[src/rtl/y86_pkg.sv]
// Shared Y86-64 definitions: instruction codes used by every pipeline stage
// and the state encoding of the data-memory request controller.
package y86_pkg;

  localparam logic [3:0] IHALT   = 4'h0;
  localparam logic [3:0] INOP    = 4'h1;
  localparam logic [3:0] IRRMOVQ = 4'h2;
  localparam logic [3:0] IIRMOVQ = 4'h3;
  localparam logic [3:0] IRMMOVQ = 4'h4;
  localparam logic [3:0] IMRMOVQ = 4'h5;
  localparam logic [3:0] IOPQ    = 4'h6;
  localparam logic [3:0] IJXX    = 4'h7;
  localparam logic [3:0] ICALL   = 4'h8;
  localparam logic [3:0] IRET    = 4'h9;
  localparam logic [3:0] IPUSHQ  = 4'hA;
  localparam logic [3:0] IPOPQ   = 4'hB;

  typedef enum logic [1:0] {
    IDLE = 2'd0,
    REQ  = 2'd1,
    DONE = 2'd2
  } mreq_state_t;

endpackage

[src/rtl/mem_req_ctrl.sv]
// Y86-64 memory-stage initiator: decodes one operation per start pulse and runs
// a req/ack handshake with timeout toward a variable-latency data memory.
module mem_req_ctrl
  import y86_pkg::*;
#(
  parameter int unsigned ADDR_LIMIT = 1024,
  parameter int unsigned TIMEOUT    = 16
) (
  input  logic        clk,
  input  logic        rst,
  input  logic        start,
  input  logic [3:0]  icode,
  input  logic [63:0] valA,
  input  logic [63:0] valE,
  input  logic [63:0] valP,
  output logic        busy,
  output logic        done,
  output logic [63:0] valM,
  output logic        mem_err,
  output logic        mreq,
  output logic        mwe,
  output logic [63:0] maddr,
  output logic [63:0] mwdata,
  input  logic        mack,
  input  logic [63:0] mrdata
);

  localparam logic [63:0] ADDR_LIMIT_W = 64'(ADDR_LIMIT);
  // Count value reached after TIMEOUT-1 unacked cycles; the next unacked cycle aborts.
  localparam logic [4:0]  TMO_LAST     = 5'(TIMEOUT - 1);

  mreq_state_t state_r;
  logic [4:0]  tmo_cnt_r;

  logic        is_mem_s;
  logic        is_wr_s;
  logic [63:0] op_addr_s;
  logic [63:0] op_wdata_s;
  logic        addr_bad_s;

  // Decode icode into direction, address and write data, then range-check the address.
  always_comb begin
    is_mem_s   = 1'b0;
    is_wr_s    = 1'b0;
    op_addr_s  = 64'd0;
    op_wdata_s = 64'd0;
    case (icode)
      IRMMOVQ: begin
        is_mem_s   = 1'b1;
        is_wr_s    = 1'b1;
        op_addr_s  = valE;
        op_wdata_s = valA;
      end
      IMRMOVQ: begin
        is_mem_s  = 1'b1;
        op_addr_s = valE;
      end
      ICALL: begin
        is_mem_s   = 1'b1;
        is_wr_s    = 1'b1;
        op_addr_s  = valE;
        op_wdata_s = valP;
      end
      IRET: begin
        is_mem_s  = 1'b1;
        op_addr_s = valA;
      end
      IPUSHQ: begin
        is_mem_s   = 1'b1;
        is_wr_s    = 1'b1;
        op_addr_s  = valE;
        op_wdata_s = valA;
      end
      IPOPQ: begin
        is_mem_s  = 1'b1;
        op_addr_s = valA;
      end
      default: begin
        is_mem_s = 1'b0;
      end
    endcase
    if (is_mem_s) begin
      addr_bad_s = (op_addr_s >= ADDR_LIMIT_W);
    end else begin
      addr_bad_s = 1'b0;
    end
  end

  // Handshake FSM, timeout counter and all registered outputs.
  always_ff @(posedge clk or posedge rst) begin
    if (rst) begin
      state_r   <= IDLE;
      tmo_cnt_r <= 5'd0;
      busy      <= 1'b0;
      done      <= 1'b0;
      valM      <= 64'd0;
      mem_err   <= 1'b0;
      mreq      <= 1'b0;
      mwe       <= 1'b0;
      maddr     <= 64'd0;
      mwdata    <= 64'd0;
    end else begin
      done <= 1'b0;
      case (state_r)
        IDLE: begin
          if (start) begin
            busy <= 1'b1;
            if (is_mem_s && !addr_bad_s) begin
              state_r   <= REQ;
              tmo_cnt_r <= 5'd0;
              mreq      <= 1'b1;
              mwe       <= is_wr_s;
              maddr     <= op_addr_s;
              mwdata    <= op_wdata_s;
            end else begin
              // Non-memory op completes cleanly; a bad address completes with an error.
              state_r <= DONE;
              done    <= 1'b1;
              mem_err <= is_mem_s;
            end
          end else begin
            busy <= 1'b0;
          end
        end
        REQ: begin
          if (mack) begin
            state_r <= DONE;
            mreq    <= 1'b0;
            done    <= 1'b1;
            mem_err <= 1'b0;
            valM    <= mwe ? mwdata : mrdata;
          end else if (tmo_cnt_r == TMO_LAST) begin
            state_r <= DONE;
            mreq    <= 1'b0;
            done    <= 1'b1;
            mem_err <= 1'b1;
          end else begin
            tmo_cnt_r <= tmo_cnt_r + 5'd1;
          end
        end
        DONE: begin
          state_r <= IDLE;
          busy    <= 1'b0;
        end
        default: begin
          state_r <= IDLE;
          busy    <= 1'b0;
          mreq    <= 1'b0;
        end
      endcase
    end
  end

endmodule

[config.mk]
export PLATFORM = sky130hd
export DESIGN_NAME = mem_req_ctrl
export DESIGN_NICKNAME = d
export VERILOG_FILES = /design/src/rtl/y86_pkg.sv /design/src/rtl/mem_req_ctrl.sv
export SDC_FILE = /design/constraint.sdc
export NUM_CORES = 1
export LEC_CHECK = 0
export ABC_AREA = 1
export BUFFER_PORTS_ARGS = -buffer_cell sky130_fd_sc_hd__clkbuf_2
export CORE_AREA = 2 2 177 179
export DETAILED_ROUTE_END_ITERATION = 10
export DIE_AREA = 0 0 179 181
export GPL_TIMING_DRIVEN = 0
export PLACE_DENSITY = 0.64
export SLEW_MARGIN = 20
export SYNTH_ARGS = -nofsm -noshare
export SYNTH_HDL_FRONTEND = slang
export SYNTH_SLANG_ARGS = --single-unit
[constraint.sdc]
create_clock -name clk -period 10.83 [get_ports clk]
set_input_delay 0 -clock clk [delete_from_list [all_inputs] [get_ports clk]]
set_output_delay 0 -clock clk [all_outputs]
set_load 0.1 [all_outputs]
==> impl_table.tex <==
\begin{tabular}{lr}
\hline
Metric & Value \\
\hline
\multicolumn{2}{l}{\textbf{Route}} \\
\quad Number of remaining DRC errors & 0 \\
\quad Length of the first detailed-routing pass in iterations & 7 \\
\quad Antenna violation net count after detailed routing & 0 \\
\quad Iteration-0 DRC Markers & 812 \\
\quad Post-route met1 wirelength & $\sim$18 mm \\
\quad Average detailed-routed wire length per instance & 18.9 um \\
\quad Avg Vias per Cell & approximately 4.9 \\
\quad Vias post-DR & 11900 \\
\quad Sum of routed wire length over all layers & 46.3 mm \\
\quad Met2 routed WL & about 22 mm \\
\quad Uppermost layer routed & met4 \\
\quad Met3 wire len & $\sim$3.7 mm \\
\multicolumn{2}{l}{\textbf{Die}} \\
\quad Effective utilization at floorplan & 33.4\% \\
\quad Die Width & 179 um \\
\quad Die Outline Area & 32400 um2 \\
\quad Row Count & 64 \\
\quad I/O Pins & 461 \\
\quad Placeable core area & roughly 30000 um2 \\
\quad Die span in y & $\sim$180 um \\
\multicolumn{2}{l}{\textbf{Timing}} \\
\quad Final Hold Viols & 0 \\
\quad Final sum of negative setup slack & 0 ns \\
\quad Part of the cycle the worst path needs & roughly 30\% \\
\quad Shortest period the worst path allows & 3.25 ns \\
\quad Clock skew after layout & 0.0120 ns \\
\quad Worst slew pin tran & 0.989 ns \\
\quad Maximum operating frequency & 307 MHz \\
\quad Final Max Tran Viols & 0 \\
\quad RSZ-0062 raised after global routing & false \\
\quad Endpoints failing setup & 0 \\
\quad Slew Limit Headroom & 33.4\% \\
\multicolumn{2}{l}{\textbf{Worst setup path}} \\
\quad Reg2Reg Setup Slack & 7.90 ns \\
\quad Endpoint of the lowest-slack register-to-register path & valM[0]\$\_DFFE\_PP0P\_ \\
\quad Category of the worst setup path launch point & input port \\
\quad Worst path arrival time & $\sim$3.7 ns \\
\quad Startpoint of the most critical setup path & icode[0] \\
\quad Crit Path Class & in -> reg \\
\quad Maximum fanout count along the critical path & 10 \\
\quad FF-to-FF Start & state\_r[1]\$\_DFFE\_PP0P\_ \\
\quad Number of cells traversed by the worst register-to-register path & 7 \\
\quad Kind of end point of the critical path & register \\
\quad Crit path to & mwdata[44]\$\_DFFE\_PP0P\_ \\
\quad Required time of the critical path & $\sim$11 ns \\
\multicolumn{2}{l}{\textbf{Final layout}} \\
\quad Footprint of the multi-input gates & 4040 um2 \\
\quad Nets & about 2300 \\
\quad Final non-filler cell area & 15900 um2 \\
\quad Area Overhead vs Synth & 57.2\% \\
\quad Number of standard cells in the layout, taps in and fillers out & 2448 \\
\quad Share of final-layout standard cells stronger than drive strength 1 & 25.9\% \\
\quad Area taken by flip-flops and latches & 5100 um2 \\
\quad Filler cell count in the final layout & between 2000 and 3000 \\
\multicolumn{2}{l}{\textbf{Clock network}} \\
\quad Clock input transition at the sequential cells of the worst setup and hold paths & approximately 0.060 ns \\
\quad CTS tree & built \\
\quad Number of buffers inserted during clock tree synthesis & 24 \\
\quad Clk\_lat worst skew & 0.52 ns \\
\quad Clock Tree Buf Depth & 3 \\
\quad H-tree Lvls & 1 \\
\quad Setup Fix Bufs, Post-CTS & 0 \\
\quad CTS Sinks & 204 \\
\quad Cts repair resizes & 0 \\
\quad Clock root buffer & sky130\_fd\_sc\_hd\_\_clkbuf\_16 \\
\multicolumn{2}{l}{\textbf{Global route}} \\
\quad Pin count of the biggest net entering global routing & 100 \\
\quad GRT Util Overall & 27.9\% \\
\quad Via count of the first global-routing pass & approximately 12000 \\
\quad Global-route wire length before repair & between 60 and 70 mm \\
\quad Antenna violations before repair & 1 \\
\quad Congestion Overflow GR & 0 \\
\multicolumn{2}{l}{\textbf{Placement}} \\
\quad Placed cell areas & 13000 um2 \\
\quad Placed cell count & 2186 \\
\quad Port-buffer cells & 460 \\
\quad Placer's final routability congestion estimate & 0.897 \\
\quad HPWL Detailed & 33.6 mm \\
\multicolumn{2}{l}{\textbf{Job}} \\
\quad Max cap viols & 0 \\
\multicolumn{2}{l}{\textbf{Min path}} \\
\quad Min-delay worst type & in -> reg \\
\multicolumn{2}{l}{\textbf{Yosys}} \\
\quad Synthesized area divided by synthesized cell count & roughly 7.6 um2 \\
\quad Sequential fraction of the synthesis area & 50.4\% \\
\quad Fraction of the mapped netlist area in adder cells & less than 1\% \\
\quad Syn Nets & 1594 \\
\quad Dominant combinational cell family by area after synthesis & simple AND/OR/NAND/NOR gates \\
\quad Post-synthesis cell type count & 24 \\
\quad Synth warnings & 0 \\
\quad Post-synth design cell area & 10100 um2 \\
\quad Multiplexer area fraction after synthesis & 0\% \\
\quad Fraction of the mapped netlist area in compound gates & 14.6\% \\
\quad Count of mapped cells out of synthesis & between 1000 and 1500 \\
\quad Simple-gate share of the synthesized area & 24.9\% \\
\quad Synthesis-stage register bit count & around 200 \\
\quad Share of the synthesized netlist area taken by xor and xnor gates & 0.0865\% \\
\multicolumn{2}{l}{\textbf{Power}} \\
\quad Pleak & 0.00905 uW \\
\quad Power density relative to cell area & 122 nW/um2 \\
\quad Worst supply voltage drop on vdd & $\sim$96 uV \\
\multicolumn{2}{l}{\textbf{Outcome}} \\
\quad Run status & completed \\
\hline
\end{tabular}
## Yosys cell counts
master / n / share of area, %
sky130_fd_sc_hd__nand2_2: 1 / 0.062
sky130_fd_sc_hd__a22oi_1: 34 / 2.5
sky130_fd_sc_hd__inv_1: 160 / 5.9
sky130_fd_sc_hd__ha_1: 2 / 0.25
sky130_fd_sc_hd__o21ai_0: 83 / 4.1
sky130_fd_sc_hd__a22o_1: 26 / 2.2
sky130_fd_sc_hd__buf_4: 1 / 0.074
sky130_fd_sc_hd__o31ai_1: 1 / 0.074
sky130_fd_sc_hd__o21a_1: 64 / 4.7
sky130_fd_sc_hd__clkbuf_1: 54 / 2.0
sky130_fd_sc_hd__o21ai_1: 3 / 0.15
sky130_fd_sc_hd__buf_2: 18 / 0.89
sky130_fd_sc_hd__nor2_1: 140 / 5.2
sky130_fd_sc_hd__xor2_1: 1 / 0.086
sky130_fd_sc_hd__nand2_1: 454 / 17
sky130_fd_sc_hd__nand4_1: 1 / 0.062
sky130_fd_sc_hd__inv_2: 5 / 0.19
sky130_fd_sc_hd__nand3_2: 1 / 0.099
sky130_fd_sc_hd__nor2b_1: 1 / 0.062
sky130_fd_sc_hd__nor3b_1: 1 / 0.074
sky130_fd_sc_hd__a21oi_1: 15 / 0.74
sky130_fd_sc_hd__dfrtp_1: 204 / 50
sky130_fd_sc_hd__nand3_1: 52 / 2.6
sky130_fd_sc_hd__buf_6: 6 / 0.67
## cells by family after synthesis
logic type	count (synthesis)
AND/OR/NAND/NOR	651
AO/OA/AOI/OAI	226
adder cells (fa/ha/maj)	2
buffers and inverters	244
XOR/XNOR	1
flip-flops	204
## final cells by class
| type | instances | share of cell area (%) |
|---|---|---|
| buffer | 79 | 2.31 |
| tap | 396 | 3.11 |
| inverter | 165 | 3.94 |
| clock buffer | 35 | 4.35 |
| clock inverter | 8 | 0.409 |
| timing repair buffer | 679 | 28.4 |
| antenna | 2 | 0.0314 |
| sequential | 204 | 32.1 |
| multi-input combinational | 880 | 25.3 |
## state kept, by name, indices dropped and copies added, names as in the netlist
| name | count |
|---|---|
| mreq | 1 |
| tmo_cnt_r | 5 |
| maddr | 64 |
| valM | 64 |
| mwe | 1 |
| state_r | 2 |
| mem_err | 1 |
| done | 1 |
| busy | 1 |
| mwdata | 64 |
## power by group
group	internal [uW]	switching, uW
sequential	778	8.92
combinational	126	235
clock	466	329
## through the flow
step,setup slack [ns],power (uW),utilization [%],hold WS [ns]
final,7.58,1940,52.5,0.0838
after global routing,7.28,2010,52.5,0.126
after detailed placement,7.64,1100,42.8,-0.0559
after global placement,2.72,1090,42.6,0.295
after floorplan,5.26,985,-,0.112
after CTS,7.61,1950,52.5,0.0544
## how the worst min path moves through the flow
stage,startpoint,end,cells past startpoint
floorplan,icode[0],mwe$_DFFE_PP0P_,1
global placement,start,busy$_DFFE_PP0N_,3
detailed placement,rst,maddr[30]$_DFFE_PP0P_,2
CTS,icode[2],mem_err$_DFFE_PP0P_,7
global route,icode[2],mem_err$_DFFE_PP0P_,7
finish,icode[2],mem_err$_DFFE_PP0P_,7
## routing by layer
metal	vias up	GRT usage, %
met2	609	47.9
met3	111	5.89
met5	-	0
li1	5561	-
met4	0	11.2
met1	5611	33.9
## layout by cell type (no fill, tap or decap), types with 3 or more instances in the layout
cell type,n
sky130_fd_sc_hd__a22oi_1,34
sky130_fd_sc_hd__nor2_1,140
sky130_fd_sc_hd__nand3_1,52
sky130_fd_sc_hd__clkinv_2,7
sky130_fd_sc_hd__clkbuf_16,25
sky130_fd_sc_hd__nand2_1,454
sky130_fd_sc_hd__a22o_1,26
sky130_fd_sc_hd__a21oi_1,15
sky130_fd_sc_hd__clkbuf_1,61
sky130_fd_sc_hd__buf_6,6
sky130_fd_sc_hd__inv_1,159
sky130_fd_sc_hd__dlygate4sd3_1,217
sky130_fd_sc_hd__clkbuf_2,460
sky130_fd_sc_hd__clkbuf_8,3
sky130_fd_sc_hd__buf_2,18
sky130_fd_sc_hd__o21a_1,64
sky130_fd_sc_hd__o21ai_1,3
sky130_fd_sc_hd__inv_2,5
sky130_fd_sc_hd__dfrtp_1,204
sky130_fd_sc_hd__o21ai_0,83
## critical path, cell delays in order
cell and delay [ns]:
sky130_fd_sc_hd__dlygate4sd3_1 0.55, sky130_fd_sc_hd__clkbuf_2 0.17, sky130_fd_sc_hd__inv_2 0.17, sky130_fd_sc_hd__nand3_1 0.11, sky130_fd_sc_hd__nand2_2 0.26, sky130_fd_sc_hd__buf_2 0.50
sky130_fd_sc_hd__nand2_1 0.09, sky130_fd_sc_hd__nand2_1 0.13, sky130_fd_sc_hd__nor2_1 0.06, sky130_fd_sc_hd__nand2_1 0.11, sky130_fd_sc_hd__nor2_1 0.08, sky130_fd_sc_hd__nand2_1 0.06
sky130_fd_sc_hd__nor2_1 0.06, sky130_fd_sc_hd__nand3_1 0.08, sky130_fd_sc_hd__buf_2 0.36, sky130_fd_sc_hd__clkbuf_1 0.59, sky130_fd_sc_hd__nand2_1 0.12, sky130_fd_sc_hd__nand2_1 0.10
sky130_fd_sc_hd__inv_1 0.04
## timing repair
| item | in CTS | in global routing |
|---|---|---|
| setup endpoints to repair | 0 | 0 |
| hold endpoints to repair | 350 | 0 |
| hold buffers | 217 | 0 |
(Power assumes the default switching activity.)
